$ cat src/rtl/mem_stage_if.sv
// Data-memory bus between mem_stage (master) and the data memory (slave).
// A request is held until DMEM_ACK; DMEM_RDATA is valid in the ACK cycle.
interface mem_stage_if;
  logic        DMEM_REQ;
  logic        DMEM_WE;
  logic [63:0] DMEM_ADDR;
  logic [63:0] DMEM_WDATA;
  logic [63:0] DMEM_RDATA;
  logic        DMEM_ACK;

  modport master (
    output DMEM_REQ, DMEM_WE, DMEM_ADDR, DMEM_WDATA,
    input  DMEM_RDATA, DMEM_ACK
  );

  modport slave (
    input  DMEM_REQ, DMEM_WE, DMEM_ADDR, DMEM_WDATA,
    output DMEM_RDATA, DMEM_ACK
  );
endinterface

$ cat src/rtl/mem_stage.sv
// mem_stage: pipeline MEM stage. Non-memory ops pass to MEM/WB in one cycle; loads and
// stores run a request/ack access on the data-memory bus, stalling earlier stages until
// ACK, with a 255-cycle timeout that raises a sticky BUS_ERROR.
// Optional build macro MEM_STAGE_ALIGN_CHECK_EN: rejects memory ops whose address is not
// 8-byte aligned and reports them on the sticky ALIGN_FAULT output.
module mem_stage (
  input  logic        CLK,
  input  logic        RESET,
  input  logic [63:0] ALU_VAL,
  input  logic [63:0] RT_READ,
  input  logic [4:0]  REG_DESTINATION,
  input  logic        REGWRITE_IN,
  input  logic        MEM2REG_IN,
  input  logic        MEMREAD_IN,
  input  logic        MEMWRITE_IN,
  input  logic        BRANCH_ZERO_IN,
  input  logic        ZERO,
  input  logic [63:0] BRANCH,
  input  logic [31:0] INSTR_IN,
  mem_stage_if.master dmem,
  output logic        STALL,
  output logic        PCSRC,
  output logic [63:0] BRANCH_TARGET_OUT,
  output logic [63:0] READ_DATA_OUT,
  output logic [63:0] ALU_VAL_OUT,
  output logic [4:0]  REG_DESTINATION_OUT,
  output logic        REGWRITE_OUT,
  output logic        MEM2REG_OUT,
  output logic [31:0] INSTR_OUT,
`ifdef MEM_STAGE_ALIGN_CHECK_EN
  output logic        ALIGN_FAULT,
`endif
  output logic        BUS_ERROR
);

  typedef enum logic [0:0] {StIdle, StBusy} state_e;

  state_e      state_q, state_d;
  logic [7:0]  wait_cnt_q, wait_cnt_d;
  logic        bus_error_q;
  logic        bus_err_set;
  logic        stall;
  logic        req;
  logic        wb_take;   // 1: MEM/WB loads the instruction, 0: MEM/WB loads a bubble
  logic [63:0] wb_rdata;
  logic        mem_op;
  logic        is_load;

  logic [63:0] read_data_q;
  logic [63:0] alu_val_q;
  logic [4:0]  reg_dest_q;
  logic        regwrite_q;
  logic        mem2reg_q;
  logic [31:0] instr_q;

`ifdef MEM_STAGE_ALIGN_CHECK_EN
  logic        align_set;
  logic        align_fault_q;
`endif

  assign mem_op  = MEMREAD_IN | MEMWRITE_IN;
  // A write wins when both read and write are set.
  assign is_load = MEMREAD_IN & ~MEMWRITE_IN;

  // Next-state, bus request and MEM/WB load selection.
  always_comb begin
    state_d     = state_q;
    wait_cnt_d  = wait_cnt_q;
    stall       = 1'b0;
    req         = 1'b0;
    wb_take     = 1'b0;
    wb_rdata    = '0;
    bus_err_set = 1'b0;
`ifdef MEM_STAGE_ALIGN_CHECK_EN
    align_set   = 1'b0;
`endif
    case (state_q)
      StIdle: begin
        if (!mem_op) begin
          wb_take = 1'b1;
`ifdef MEM_STAGE_ALIGN_CHECK_EN
        end else if (ALU_VAL[2:0] != 3'b000) begin
          align_set = 1'b1;
`endif
        end else begin
          stall      = 1'b1;
          state_d    = StBusy;
          wait_cnt_d = '0;
        end
      end
      StBusy: begin
        req = 1'b1;
        if (dmem.DMEM_ACK) begin
          wb_take  = 1'b1;
          wb_rdata = is_load ? dmem.DMEM_RDATA : '0;
          state_d  = StIdle;
        end else if (wait_cnt_q == 8'hFF) begin
          // Timeout: abandon the access and let the pipeline move on.
          req         = 1'b0;
          bus_err_set = 1'b1;
          state_d     = StIdle;
        end else begin
          stall      = 1'b1;
          wait_cnt_d = wait_cnt_q + 8'd1;
        end
      end
      default: state_d = StIdle;
    endcase
    // Bus and stall are quiet while reset is held.
    if (!RESET) begin
      stall = 1'b0;
      req   = 1'b0;
    end
  end

  // FSM state, wait counter and sticky error flags.
  always_ff @(posedge CLK) begin
    if (!RESET) begin
      state_q       <= StIdle;
      wait_cnt_q    <= '0;
      bus_error_q   <= 1'b0;
`ifdef MEM_STAGE_ALIGN_CHECK_EN
      align_fault_q <= 1'b0;
`endif
    end else begin
      state_q       <= state_d;
      wait_cnt_q    <= wait_cnt_d;
      bus_error_q   <= bus_error_q | bus_err_set;
`ifdef MEM_STAGE_ALIGN_CHECK_EN
      align_fault_q <= align_fault_q | align_set;
`endif
    end
  end

  // MEM/WB register: instruction on completion, fully zeroed bubble otherwise.
  always_ff @(posedge CLK) begin
    if (!RESET || !wb_take) begin
      read_data_q <= '0;
      alu_val_q   <= '0;
      reg_dest_q  <= '0;
      regwrite_q  <= 1'b0;
      mem2reg_q   <= 1'b0;
      instr_q     <= '0;
    end else begin
      read_data_q <= wb_rdata;
      alu_val_q   <= ALU_VAL;
      reg_dest_q  <= REG_DESTINATION;
      regwrite_q  <= REGWRITE_IN;
      mem2reg_q   <= MEM2REG_IN;
      instr_q     <= INSTR_IN;
    end
  end

  // Address and store data come straight from EX/MEM, which STALL holds steady.
  assign dmem.DMEM_REQ   = req;
  assign dmem.DMEM_WE    = req & MEMWRITE_IN;
  assign dmem.DMEM_ADDR  = req ? ALU_VAL : '0;
  assign dmem.DMEM_WDATA = req ? RT_READ : '0;

  assign STALL               = stall;
  assign PCSRC               = BRANCH_ZERO_IN & ZERO & ~stall;
  assign BRANCH_TARGET_OUT   = BRANCH;
  assign READ_DATA_OUT       = read_data_q;
  assign ALU_VAL_OUT         = alu_val_q;
  assign REG_DESTINATION_OUT = reg_dest_q;
  assign REGWRITE_OUT        = regwrite_q;
  assign MEM2REG_OUT         = mem2reg_q;
  assign INSTR_OUT           = instr_q;
  assign BUS_ERROR           = bus_error_q;
`ifdef MEM_STAGE_ALIGN_CHECK_EN
  assign ALIGN_FAULT         = align_fault_q;
`endif

endmodule

$ cat src/flat_wrapper.sv
// flat-port wrapper written by rule: the top's interface ports become plain ports
module mem_stage_flat 
  (CLK, RESET, ALU_VAL, RT_READ, REG_DESTINATION, REGWRITE_IN, MEM2REG_IN, MEMREAD_IN, MEMWRITE_IN, BRANCH_ZERO_IN, ZERO, BRANCH, INSTR_IN, STALL, PCSRC, BRANCH_TARGET_OUT, READ_DATA_OUT, ALU_VAL_OUT, REG_DESTINATION_OUT, REGWRITE_OUT, MEM2REG_OUT, INSTR_OUT, BUS_ERROR, dmem_DMEM_REQ, dmem_DMEM_WE, dmem_DMEM_ADDR, dmem_DMEM_WDATA, dmem_DMEM_RDATA, dmem_DMEM_ACK);
  mem_stage_if dmem_i ();
  input  logic CLK;
  input  logic RESET;
  input  logic [63:0] ALU_VAL;
  input  logic [63:0] RT_READ;
  input  logic [4:0] REG_DESTINATION;
  input  logic REGWRITE_IN;
  input  logic MEM2REG_IN;
  input  logic MEMREAD_IN;
  input  logic MEMWRITE_IN;
  input  logic BRANCH_ZERO_IN;
  input  logic ZERO;
  input  logic [63:0] BRANCH;
  input  logic [31:0] INSTR_IN;
  output logic STALL;
  output logic PCSRC;
  output logic [63:0] BRANCH_TARGET_OUT;
  output logic [63:0] READ_DATA_OUT;
  output logic [63:0] ALU_VAL_OUT;
  output logic [4:0] REG_DESTINATION_OUT;
  output logic REGWRITE_OUT;
  output logic MEM2REG_OUT;
  output logic [31:0] INSTR_OUT;
  output logic BUS_ERROR;
  output wire logic [$bits(dmem_i.DMEM_REQ)-1:0] dmem_DMEM_REQ;
  output wire logic [$bits(dmem_i.DMEM_WE)-1:0] dmem_DMEM_WE;
  output wire logic [$bits(dmem_i.DMEM_ADDR)-1:0] dmem_DMEM_ADDR;
  output wire logic [$bits(dmem_i.DMEM_WDATA)-1:0] dmem_DMEM_WDATA;
  input wire logic [$bits(dmem_i.DMEM_RDATA)-1:0] dmem_DMEM_RDATA;
  input wire logic [$bits(dmem_i.DMEM_ACK)-1:0] dmem_DMEM_ACK;
  assign dmem_DMEM_REQ = dmem_i.DMEM_REQ;
  assign dmem_DMEM_WE = dmem_i.DMEM_WE;
  assign dmem_DMEM_ADDR = dmem_i.DMEM_ADDR;
  assign dmem_DMEM_WDATA = dmem_i.DMEM_WDATA;
  assign dmem_i.DMEM_RDATA = dmem_DMEM_RDATA;
  assign dmem_i.DMEM_ACK = dmem_DMEM_ACK;
  mem_stage u_core (.CLK(CLK), .RESET(RESET), .ALU_VAL(ALU_VAL), .RT_READ(RT_READ), .REG_DESTINATION(REG_DESTINATION), .REGWRITE_IN(REGWRITE_IN), .MEM2REG_IN(MEM2REG_IN), .MEMREAD_IN(MEMREAD_IN), .MEMWRITE_IN(MEMWRITE_IN), .BRANCH_ZERO_IN(BRANCH_ZERO_IN), .ZERO(ZERO), .BRANCH(BRANCH), .INSTR_IN(INSTR_IN), .dmem(dmem_i), .STALL(STALL), .PCSRC(PCSRC), .BRANCH_TARGET_OUT(BRANCH_TARGET_OUT), .READ_DATA_OUT(READ_DATA_OUT), .ALU_VAL_OUT(ALU_VAL_OUT), .REG_DESTINATION_OUT(REG_DESTINATION_OUT), .REGWRITE_OUT(REGWRITE_OUT), .MEM2REG_OUT(MEM2REG_OUT), .INSTR_OUT(INSTR_OUT), .BUS_ERROR(BUS_ERROR));
endmodule
$ cat config.mk
export PLATFORM = sky130hd
export DESIGN_NAME = mem_stage_flat
export DESIGN_NICKNAME = d
export VERILOG_FILES = /design/src/rtl/mem_stage_if.sv /design/src/rtl/mem_stage.sv /design/src/flat_wrapper.sv
export SDC_FILE = /design/constraint.sdc
export NUM_CORES = 1
export LEC_CHECK = 0
export BUFFER_PORTS_ARGS = -buffer_cell sky130_fd_sc_hd__buf_2
export CORE_AREA = 4 4 256 258
export CTS_CLUSTER_SIZE = 24
export DETAILED_ROUTE_END_ITERATION = 8
export DIE_AREA = 0 0 260 262
export PLACE_DENSITY_LB_ADDON = 0.1
export SLEW_MARGIN = 15
export SYNTH_ARGS = -nofsm -noshare
export SYNTH_HDL_FRONTEND = slang
export SYNTH_SLANG_ARGS = --single-unit
$ cat constraint.sdc
create_clock -name CLK -period 3.3 [get_ports CLK]
set_clock_uncertainty 0.1 [all_clocks]
set_input_delay 0 -clock CLK [delete_from_list [all_inputs] [get_ports CLK]]
set_output_delay 0 -clock CLK [all_outputs]
set_load 0.05 [all_outputs]
==> out/qor.yml <==
run_status: "completed"
ir_drop_v: 0.0003442
io_buffers: 537
setup_violations: 0
slew_headroom_pct: 54.78
drc: 0
synth_xor_area_share_pct: 0
worst_slew_pin_slew_ns: 0.6783
wl_per_cell_um: 15.89
rr_endpoint: "u_core.wait_cnt_q[4]"
holdBufCountCts: 236
synth_compound_area_share_pct: 2.236
leakage_uw: 0.006556
setup_tns_ns: 0
p_per_area_nw_per_um2: 456.1
clkSinkCount: 177
dp_hpwl_mm: 25.76
via_count: 6919
final_hold_viol_count: 0
synth_area_leader_cell: "dfxtp_1"
ys_seq_elements: 177
ant_nets: 0
syn_area_sq_um: 6491
required_ns: 3.20
grt_pass1_wl_mm: 47.92
avgSynthCellArea_sq_um: 10.13
maxCapViolCount: 0
cts_root_buffer: "clkbuf_16"
hold_path_class: "input pin to flip-flop"
critical_path.max_fanout: 96
htreeDepth: 4
synth_top_area_share_pct: 54.59
rows: 92
cts_buffer_depth: 2
critPathKind: "flip-flop to primary output"
nFillCells: 7039
die_w_um: 260
place_area_sq_um: 9557
gp_congestion: 0.6883
synth_edf_count: 0
drtIter0Drc: 283
synth_flop_cell: "dfxtp_1"
synth_common_cells: "196 x and2_1, 177 x dfxtp_1, 104 x and3_1"
syn2layout_area_growth_pct: 93.33
postCtsSetupBuffers: 0
grt_usage_pct: 9.583
reg2reg_from: "u_core.wait_cnt_q[0]"
synthAdderAreaFrac_pct: 0.1928
fin_nets: 1629
die_h_um: 262
ys_top_cells_by_area: "dfxtp_1 55%, and2_1 19%, and3_1 10%"
fmax_ghz: 0.3615
synth_cell_types: 32
cts_buffers: 17
start_util_pct: 10.31
yosysMostFrequentCell: "and2_1"
synthesis.nets: 944
firstDrtPassIters: 4
synth_warnings: 0
core_area_sq_um: 62970
clkTransAtPathRegs_ns: 0.08
synth-simple-area-share_pct: 31.28
grt-ovfl-total: 0
drive_gt1_share_pct: 43.17
startpoint: "u_core.wait_cnt_q[0]"
endpoint: "dmem_DMEM_WDATA[57]"
dieArea_sq_um: 68120
muxShareOfSynthArea_pct: 0.1542
grt_start_max_net_pins: 97
fin_crit_sh_pct: 83.82
critPathLaunchType: "flip-flop"
layout_min_cycle_time_ns: 2.766
synthCells: 641
io_pins: 666
final_area_sq_um: 12550
via_per_inst: 3.165
grt_setup_unrepaired: "false"
end_kind: "primary output"
grt_pass1_vias: 7333
synth_top_family_by_area: "simple AND/OR/NAND/NOR gates"
slew_violations: 0
clk_latency_ns: 0.46
r2r_cells: 6
async_reset_ff_share_pct: 0
cts_resized: 0
cts_tree: "built"
r2r_setup_slack_ns: 0.89
cp_data_arrival_time_ns: 2.67
antenna_found_initial: 2
synth_seq_area_share_pct: 54.59
wl_mm: 34.73
[per-layer routing]
metal / wire [um] / global-route usage, %
met5: 0 / 0
met4: 597 / 3.193
met3: 2638 / 3.373
met2: 18550 / 17.52
met1: 12940 / 10.30
[sequential cells by signal, indices dropped and copies added, names as in the netlist]
register and flops:
u_core.REG_DESTINATION_OUT 5, u_core.INSTR_OUT 32, u_core.READ_DATA_OUT 64, u_core.state_q 1, u_core.BUS_ERROR 1, u_core.wait_cnt_q 8, u_core.MEM2REG_OUT 1, u_core.ALU_VAL_OUT 64
u_core.REGWRITE_OUT 1
[layout by cell type, fill, tap and decap left out, types with 2 or more instances in the layout]
| cell type | n |
|---|---|
| buf_2 | 536 |
| dlygate4sd3_1 | 236 |
| and2_1 | 196 |
| dfxtp_1 | 177 |
| and3_1 | 104 |
| clkbuf_16 | 17 |
| nand2_1 | 10 |
| o21ai_0 | 6 |
| clkinv_8 | 5 |
| inv_6 | 5 |
| buf_4 | 5 |
| a21oi_1 | 4 |
| nor2_1 | 3 |
| nand3_1 | 3 |
| nand4_1 | 2 |
| nor3_1 | 2 |
| nor2b_1 | 2 |
| o211ai_1 | 2 |
| o21a_1 | 2 |
| inv_8 | 2 |
[stage by stage]
stage | std cells | utilization (%) | hold WS [ns] | setup WS (ns) | total power [uW]
final | 2186 | 19.93 | 0.1571 | 0.5340 | 5724
after global routing | 2185 | 19.93 | 0.1157 | 0.3074 | 6020
after CTS | 2185 | 19.93 | 0.08900 | 0.4307 | 5903
after detailed placement | 1917 | 15.18 | -0.09966 | 0.9196 | 3198
after global placement | 1917 | 15.18 | -0.09966 | 0.8499 | 3209
after floorplan | 641 | - | 0.02171 | 1.074 | 3066
[worst max-delay path, cell delays in order, from the launching register on]
cell     delay [ns]
dfxtp_1        0.34
ha_1           0.26
and4_4         0.23
nand4_1        0.13
o21a_4         0.35
buf_12         0.30
and2_1         0.20
buf_2          0.27
[cell type report]
type,count,area (sq um),share of cell area (%)
clock inverters,15,202.7,1.615
clock buffers,17,425.4,3.390
well taps,846,1059,8.435
flip-flops and latches,177,3543,28.24
multi-input cells,352,2215,17.65
diodes,1,2.502,0.01994
repair buffers,778,5102,40.66
[power by group]
part / switching [uW] / internal (uW) / leakage, uW / total (uW)
Combinational: 874 / 433 / 0.00481 / 1310
Clock: 1100 / 1110 / 0.000304 / 2210
Sequential: 15.9 / 2190 / 0.00144 / 2210
Total: 1990 / 3730 / 0.00656 / 5720
[worst min-delay path by stage]
stage	from	end	cells past startpoint
after floorplan	dmem_DMEM_RDATA[0]	u_core.READ_DATA_OUT[0]	1
after detailed placement	BRANCH[48]	BRANCH_TARGET_OUT[48]	0
after global placement	BRANCH[48]	BRANCH_TARGET_OUT[48]	0
after CTS	dmem_DMEM_RDATA[24]	u_core.READ_DATA_OUT[24]	3
final	dmem_DMEM_RDATA[1]	u_core.READ_DATA_OUT[1]	3
after global routing	dmem_DMEM_RDATA[57]	u_core.READ_DATA_OUT[57]	3
[kinds of logic (layout without fill, tap and decap cells)]
| group | after synthesis | after routing |
|---|---|---|
| DFF | 177 | 177 |
| AOI/OAI and AO/OA | 22 | 22 |
| adders and majority gates | 1 | 1 |
| buffers and inverters | 112 | 810 |
| other | 0 | 1 |
| and+or+nand+nor | 328 | 328 |
| muxes | 1 | 1 |
Note: power is estimated with default switching activity, not from simulation.
